==> src/rtl/aes_link_pkg.sv <==
// Shared types and constants for the AES SPI link front end.
package aes_link_pkg;

    typedef enum logic [2:0] {
        IDLE,
        RX,
        START,
        WAIT,
        TX
    } link_state_t;

    localparam int unsigned AES_RX_BITS     = 256;
    localparam int unsigned AES_TX_BITS     = 128;
    localparam logic [23:0] AES_TIMEOUT_MAX = 24'hFFFFFF;

endpackage

==> src/rtl/spi_sync_edge.sv <==
// Multi-flop synchronizer for an asynchronous pin, followed by one delay
// flop that turns level changes into single-cycle rise/fall pulses.
module spi_sync_edge #(
    parameter int unsigned SYNC_STAGES = 2
) (
    input  logic int_osc,
    input  logic nreset,
    input  logic async_in,
    output logic rise,
    output logic fall
);

    logic [SYNC_STAGES-1:0] sync;
    logic                   sync_d;

    // Synchronizer chain plus edge-detect delay stage.
    always_ff @(posedge int_osc or negedge nreset) begin
        if (!nreset) begin
            sync   <= '0;
            sync_d <= 1'b0;
        end else begin
            sync   <= {sync[SYNC_STAGES-2:0], async_in};
            sync_d <= sync[SYNC_STAGES-1];
        end
    end

    assign rise = sync[SYNC_STAGES-1] & ~sync_d;
    assign fall = ~sync[SYNC_STAGES-1] & sync_d;

endmodule

==> src/rtl/aes_spi_link.sv <==
// SPI-slave (mode 0, MSB first) front end for the AES core.
// Shifts in plaintext+key, drives the core, returns the cyphertext on sdo.
// Optional macro AES_SPI_TIMEOUT_EN: abandons WAIT after 2^24-1 cycles
// without core_done and reports the timeout as sdo=1 while idle.
module aes_spi_link
    import aes_link_pkg::*;
#(
    parameter int unsigned SYNC_STAGES = 2,
    parameter int unsigned RX_BITS     = AES_RX_BITS,
    parameter int unsigned TX_BITS     = AES_TX_BITS
) (
    input  logic         int_osc,
    input  logic         nreset,
    input  logic         sck,
    input  logic         sdi,
    input  logic         mcu_load,
    output logic         sdo,
    output logic         mcu_done,
    output logic         core_load,
    output logic [127:0] core_plaintext,
    output logic [127:0] core_key,
    input  logic         core_done,
    input  logic [127:0] core_cyphertext
);

    localparam int unsigned RX_CW = $clog2(RX_BITS + 1);
    localparam int unsigned TX_CW = $clog2(TX_BITS);

    link_state_t            state, state_next;
    logic                   sck_rise, sck_fall, load_rise, load_fall;
    logic [SYNC_STAGES-1:0] sdi_sync;
    logic                   sdi_s;
    logic [RX_BITS-1:0]     rx;
    logic [127:0]           tx;
    logic [RX_CW-1:0]       rx_cnt;
    logic [TX_CW-1:0]       tx_cnt;
    logic                   rx_full_next;

    spi_sync_edge #(.SYNC_STAGES(SYNC_STAGES)) u_sck_sync (
        .int_osc  (int_osc),
        .nreset   (nreset),
        .async_in (sck),
        .rise     (sck_rise),
        .fall     (sck_fall)
    );

    spi_sync_edge #(.SYNC_STAGES(SYNC_STAGES)) u_load_sync (
        .int_osc  (int_osc),
        .nreset   (nreset),
        .async_in (mcu_load),
        .rise     (load_rise),
        .fall     (load_fall)
    );

    // Data pin synchronizer, same depth as sck so the two stay aligned.
    always_ff @(posedge int_osc or negedge nreset) begin
        if (!nreset) sdi_sync <= '0;
        else         sdi_sync <= {sdi_sync[SYNC_STAGES-2:0], sdi};
    end

    assign sdi_s = sdi_sync[SYNC_STAGES-1];

    // A shift in the same cycle as the load fall counts toward completion.
    assign rx_full_next = (rx_cnt == RX_CW'(RX_BITS)) ||
                          (sck_rise && (rx_cnt == RX_CW'(RX_BITS - 1)));

`ifdef AES_SPI_TIMEOUT_EN
    logic [23:0] wait_cnt;
    logic        to_flag;
    logic        timeout_hit;

    assign timeout_hit = (state == WAIT) && (wait_cnt == AES_TIMEOUT_MAX) && !core_done;

    // WAIT watchdog and sticky timeout status.
    always_ff @(posedge int_osc or negedge nreset) begin
        if (!nreset) begin
            wait_cnt <= '0;
            to_flag  <= 1'b0;
        end else begin
            wait_cnt <= (state == WAIT) ? wait_cnt + 24'd1 : '0;
            if (load_rise)        to_flag <= 1'b0;
            else if (timeout_hit) to_flag <= 1'b1;
        end
    end

    assign sdo = (state == TX) ? tx[127] : to_flag;
`else
    assign sdo = (state == TX) ? tx[127] : 1'b0;
`endif

    // State register.
    always_ff @(posedge int_osc or negedge nreset) begin
        if (!nreset) state <= IDLE;
        else         state <= state_next;
    end

    // Next-state and core_load decode; a load rise aborts from any state.
    always_comb begin
        state_next = state;
        core_load  = 1'b0;
        case (state)
            IDLE: ;
            RX: begin
                core_load = 1'b1;
                if (load_fall) state_next = rx_full_next ? START : IDLE;
            end
            START: begin
                core_load  = 1'b1;
                state_next = WAIT;
            end
            WAIT: begin
                if (core_done) state_next = TX;
`ifdef AES_SPI_TIMEOUT_EN
                else if (timeout_hit) state_next = IDLE;
`endif
            end
            TX: begin
                if (sck_fall && (tx_cnt == TX_CW'(TX_BITS - 1))) state_next = IDLE;
            end
            default: state_next = IDLE;
        endcase
        if (load_rise) state_next = RX;
    end

    // Shift registers, bit counters and the mcu_done flag.
    always_ff @(posedge int_osc or negedge nreset) begin
        if (!nreset) begin
            rx       <= '0;
            tx       <= '0;
            rx_cnt   <= '0;
            tx_cnt   <= '0;
            mcu_done <= 1'b0;
        end else if (load_rise) begin
            rx_cnt   <= '0;
            tx_cnt   <= '0;
            mcu_done <= 1'b0;
        end else begin
            case (state)
                RX: begin
                    if (sck_rise) begin
                        rx <= {rx[RX_BITS-2:0], sdi_s};
                        if (rx_cnt != RX_CW'(RX_BITS)) rx_cnt <= rx_cnt + RX_CW'(1);
                    end
                end
                WAIT: begin
                    if (core_done) begin
                        tx       <= core_cyphertext;
                        mcu_done <= 1'b1;
                    end
                end
                TX: begin
                    if (sck_fall) begin
                        tx     <= {tx[126:0], 1'b0};
                        tx_cnt <= tx_cnt + TX_CW'(1);
                    end
                end
                default: ;
            endcase
        end
    end

    assign core_plaintext = rx[RX_BITS-1 -: 128];
    assign core_key       = rx[127:0];

endmodule

==> config.mk <==
export PLATFORM = sky130hd
export DESIGN_NAME = aes_spi_link
export DESIGN_NICKNAME = d
export VERILOG_FILES = /design/src/rtl/aes_link_pkg.sv /design/src/rtl/spi_sync_edge.sv /design/src/rtl/aes_spi_link.sv
export SDC_FILE = /design/constraint.sdc
export NUM_CORES = 1
export LEC_CHECK = 0
export CAP_MARGIN = 20
export CORE_UTILIZATION = 50
export CTS_CLUSTER_DIAMETER = 100
export CTS_CLUSTER_SIZE = 25
export DETAILED_ROUTE_END_ITERATION = 6
export MAX_ROUTING_LAYER = met4
export PLACE_DENSITY = 0.79
export SYNTH_ARGS = -nofsm -noshare
export SYNTH_HDL_FRONTEND = slang
export SYNTH_SLANG_ARGS = --single-unit
==> constraint.sdc <==
create_clock -name int_osc -period 3.3 [get_ports int_osc]
set_input_delay 0.495 -clock int_osc [delete_from_list [all_inputs] [get_ports int_osc]]
set_output_delay 0.495 -clock int_osc [all_outputs]
set_load 0.005 [all_outputs]
# Word-level counts from Yosys, hierarchy flattened
# Index checks and enable logic that the tools add are counted.
[totals] reg_bits=412 output_inout_bits=259 word_cells=76 input_bits=134
[op_classes] n_eq_ne=14 mux=21 add_sub_neg=2 bitwise=9 n_reduce_logical=19
[ops] op="$mux 128" count=2
[ops] op="$pmux 128 s2" count=1
[ops] op="$mux 9" count=4
[ops] op="$mux 7" count=3
[ops] op="$reduce_bool 2->1" count=8
[ops] op="$pmux 3 s5" count=1
[ops] op="$mux 3" count=4
[ops] op="$add 9x1->9 const B" count=1
[ops] op="$eq 9x8->1 const B" count=1
[ops] op="$eq 9x9->1 const B" count=1
[ops] op="$ne 9x9->1 const B" count=1
[ops] op="$reduce_and 4->1" count=2
[ops] op="$add 7x1->7 const B" count=1
[ops] op="$eq 7x7->1 const B" count=1
[ops] op="$eq 3x2->1 const B" count=2
[ops] op="$ne 2x2->1 const B" count=3
[ops] op="$ne 3x3->1 const B" count=2
[ops] op="$reduce_and 3->1" count=2
[ops] op="$mux 1" count=5
[ops] op="$not 1->1" count=5
[ops] op="$and 1x1->1" count=4
[ops] op="$reduce_and 2->1" count=2
[ops] op="$eq 3x1->1 const B" count=1
[ops] op="$eq 3x3->1 const B" count=1
[ops] op="6 further kinds" count=7

# Depth between registers and ports, before layout
[logic_depth] ltp_word=8 mapped_depth=7 depth_no_buf=6

# Hierarchy
# From an unflattened synthesis, not the netlist that was laid out.
[unflattened] hier_cells=1227 hier_area_um2=16858.7
[modules_own_cells] mod="aes_spi_link" instances=1 seq_area_each_um2=10159.7 cells_each=1217 area_each_um2=16678.5
[modules_own_cells] mod="spi_sync_edge" instances=2 seq_area_each_um2=75.1 cells_each=5 area_each_um2=90.1

# Least setup slack after synthesis
# Ideal clock, no wire load.
[synth_path] path_type="register to register" from="reg state[1]" to="reg tx_cnt[5]" period_less_slack_ns=2.056 path_slack_ns=1.244 required_ns=3.175 stages_incl_launch_ff=8 t_arrival_ns=1.931 n_path_buf=4 setup_time_ns=0.125 path_cell_list="dfrtp_1 -> buf_6 -> or3b_1 -> clkbuf_1 -> buf_2 -> buf_2 -> nor4_1 -> mux2_2"
[synth_between] elab_chain_cells=3
[synth_lines] element="from (decl)" line_no="aes_spi_link.sv:29" text="link_state_t state, state_next;"
[synth_lines] element="from (signal assigned)" line_no="aes_spi_link.sv:94" text="else state <= state_next;"
[synth_lines] element="$eq 3x3->1" line_no="aes_spi_link.sv:138" text="case (state)"
[synth_lines] element="$reduce_bool 2->1 (no source line)"
[synth_lines] element="$reduce_and 2->1 (no source line)"
[synth_lines] element="to (signal assigned)" line_no="aes_spi_link.sv:154" text="tx_cnt <= tx_cnt + TX_CW'(1);"
[synth_lines] element="to (decl)" line_no="aes_spi_link.sv:36" text="logic [TX_CW-1:0] tx_cnt;"
# No other way between the ends.
# A chain may end at the register's enable or synchronous reset.

# Final worst setup path
[layout_path] from="reg state[2]" to="out sdo"
[layout_between] elab_chain_cells=2
[layout_lines] element="$eq 3x3->1" line_no="aes_spi_link.sv:88" text="assign sdo = (state == TX) ? tx[127] : 1'b0;"
[layout_lines] element="$mux 1" line_no="aes_spi_link.sv:88"
[layout_lines] element="to (decl)" line_no="aes_spi_link.sv:17" text="output logic sdo,"
# No other way between the ends.

==> flow_metrics.tcl <==
set metrics [dict create \
    grt_pass1_wl_um 57500 \
    worstSetupPathType "flip-flop to output port" \
    async_flop_share_pct 100 \
    slew_viol_final 0 \
    drive_gt1_share_pct 38.6 \
    finalHoldViolations 0 \
    die_area_um2 36000 \
    cts_made_buffers 20 \
    rows 68 \
    num_vias 10127 \
    endpoint "sdo" \
    die_h_um 190 \
    cts_tree "built" \
    period_minus_slack_ns 2.73 \
    postRouteAntennaNets 0 \
    dr.first_iter.drc_count 451 \
    reg2reg_to "tx[85]" \
    synth_edf_count 0 \
    grt_overflow_total 0 \
    crit_start "state[2]" \
    rsz0062_at_grt "false" \
    cp_max_fo 12 \
    ctsHtreeMaxLevel 1 \
    reg2reg_depth 6 \
    finalSetupViolCount 0 \
    synth_area_leader_cell "dfrtp_1" \
    firstDrtPassIters 4 \
    synth_cell_type_count 37 \
    yosysTopAreaCellShare_pct 58.5 \
    grt_pass1_vias 10312 \
    synth-seq-cells 412 \
    wl_per_cell_um 18.9 \
    path_delay_family "simple AND/OR/NAND/NOR gates" \
    path_buf_inv 1 \
    place_congestion 0.820 \
    route.detailed.drc 0 \
    io_pins 393 \
    fin_worst_skew_ns 0.0213 \
    syn_to_final_growth_pct 28.0 \
    synth_most_common_cell "dfrtp_1" \
    worstMarginPinSlew_ns 0.767 \
    crit_chain "nor3b_1 -> and2_1 -> clkdlybuf4s50_1" \
    relSlewSlack_pct 48.9 \
    cap_violations 0 \
    total_power_mw 8.38 \
    synthCells 1096 \
    peakVddDrop_mv 0.294 \
    setup-tns-final_ns 0 \
    r2r_setup_slack_ns 0.73 \
    clk_pin_slew_ns 0.10 \
    crit_slowest_cell "dfrtp_1" \
    die_w_um 190 \
    synth_area_um2 17600 \
    vias_per_cell 5.27 \
    start_kind "flip-flop" \
    antenna_cells 0 \
    fp.coreArea_um2 34600 \
    endpoint_kind "output port" \
    initial_core_util_pct 50.9 \
    cp.required_ns 2.80 \
    worstReg2RegStart "u_load_sync.sync[1]" \
    grt_max_degree 140 \
    synth_common_cells "dfrtp_1 (412), mux2_2 (400), mux2_4 (119), buf_2 (32), buf_6 (15)" \
    synth_fp_nets 1235 \
    fin_nets 1606 \
    fin_crit_sh_pct 82.8 \
    routed_wl_um 36300 \
    cts_buffer_depth 3 \
    seq_area_frac_synth_pct 58.5 \
    cp.depth 3 \
    p_leak_nw 11.0 \
    track_usage_pct 20.7 \
    synth_warnings 0 \
    cts.sinks 412 \
    dp_hpwl_um 26300 \
    cpPeakStageDelay_ns 0.56 \
    io_buffer_count 392 \
    synth_area_per_cell_um2 16.1 \
    fmax_mhz 366 \
    power_density_nw_per_um2 372 \
    synthFlopType "dfrtp_1" \
    antenna_found_initial 0 \
    cp.arrival_ns 2.24 \
    status "completed" \
    clock_latency_ns 0.53 \
    fill_cells 2516 \
    root_buffer "clkbuf_16" \
    hp-class "flip-flop to flip-flop" \
    yosys-top-cells-area "dfrtp_1 (59%), mux2_2 (26%), mux2_4 (10%)" \
]
-- flip-flops by register name (all words and copies together) (netlist names), 2 cells and up --
signal            flops
rx_cnt                9
state                 3
u_load_sync.sync      2
u_sck_sync.sync       2
rx                  256
tx_cnt                7
sdi_sync              2
tx                  128
-- where the power goes --
part	internal [mW]	switching, mW
registers	5.09	0.0336
logic	0.352	0.256
clock network	1.15	1.51
-- per-layer routing --
metal	track usage (%)	vias up	wire length, um	part of all wire (%)
met5	-	-	0	0
met4	5.30	0	963	2.7
met3	3.43	50	1870	5.1
met2	32.4	298	17100	47
met1	28.2	5146	16400	45
li1	-	4633	-	-
-- cell usage in the layout (no fill, tap or decap), drive strengths merged, types with 2 or more instances in the layout --
cell type	n
or4	2
nand3	5
a22oi	2
nand2	8
o31ai	4
clkbuf	21
a21oi	8
clkdlybuf4s50	391
nor2b	9
or3b	2
nor4b	3
buf	21
nor4	3
nor2	14
nor3	2
dfrtp	412
mux2	519
o21ai	4
inv	8
nand4b	3
nand4	2
or3	3
ha	5
nand2b	3
mux2i	2
-- worst min-delay path by stage --
stage | endpoint | start | cells past startpoint | slack (ns)
final | u_load_sync.sync[1] | u_load_sync.sync[0] | 0 | 0.36
after global routing | sdi_sync[0] | sdi | 1 | 0.36
after CTS | u_load_sync.sync[0] | mcu_load | 1 | 0.37
after detailed placement | u_sck_sync.sync[1] | u_sck_sync.sync[0] | 0 | 0.35
after global placement | u_sck_sync.sync[1] | u_sck_sync.sync[0] | 0 | 0.33
after floorplan | mcu_done | nreset | 0 | 0.20
-- worst reg2reg max path, stage by stage (launching register included) --
cell,delay (ns)
dfrtp_1,0.39
ha_1,0.18
buf_4,0.22
or3b_2,0.49
o32a_2,0.34
buf_12,0.31
mux2_4,0.54
-- through the flow --
step / cells / hold slack [ns] / worst slack, ns / util (%) / area [um2]
detailed placement: 1899 / 0.346 / 0.745 / 63.5 / 22000
global route: 1922 / 0.364 / 0.412 / 65.1 / 22600
CTS: 1922 / 0.366 / 0.528 / 65.1 / 22600
global placement: 1899 / 0.334 / 0.767 / 63.5 / 22000
floorplan: 1096 / 0.199 / 1.24 / - / 17600
finish: 1922 / 0.361 / 0.567 / 65.1 / 22600
-- logic make-up (layout without fill, tap and decap cells) --
| logic type | count (synthesis) | after routing | synth area share, % |
|---|---|---|---|
| multiplexers | 521 | 521 | 35.8 |
| flip-flops | 412 | 412 | 58.5 |
| buffers and inverters | 72 | 443 | 2.40 |
| AND/OR/NAND/NOR | 63 | 63 | 2.05 |
| AO/OA/AOI/OAI | 22 | 22 | 0.789 |
| adder cells (fa/ha/maj) | 5 | 5 | 0.355 |
| XOR/XNOR | 1 | 1 | 0.0497 |
-- final cells by class --
type	instances	area (um2)	share of cell area [%]
well taps	455	569	2.52
clock inverters	1	16.3	0.0721
repair buffers	413	4200	18.6
multi-input cells	612	6900	30.6
flip-flops and latches	412	10300	45.7
clock buffers	21	526	2.33
inverters	8	30.0	0.133
-- timing repair --
item | CTS | global route
hold buffers | 1 | 0
resized for setup | 0 | 0
setup buffers | 0 | 0
endpoints found under the hold margin | 62 | 0
Note: power is estimated with default switching activity, not from simulation.
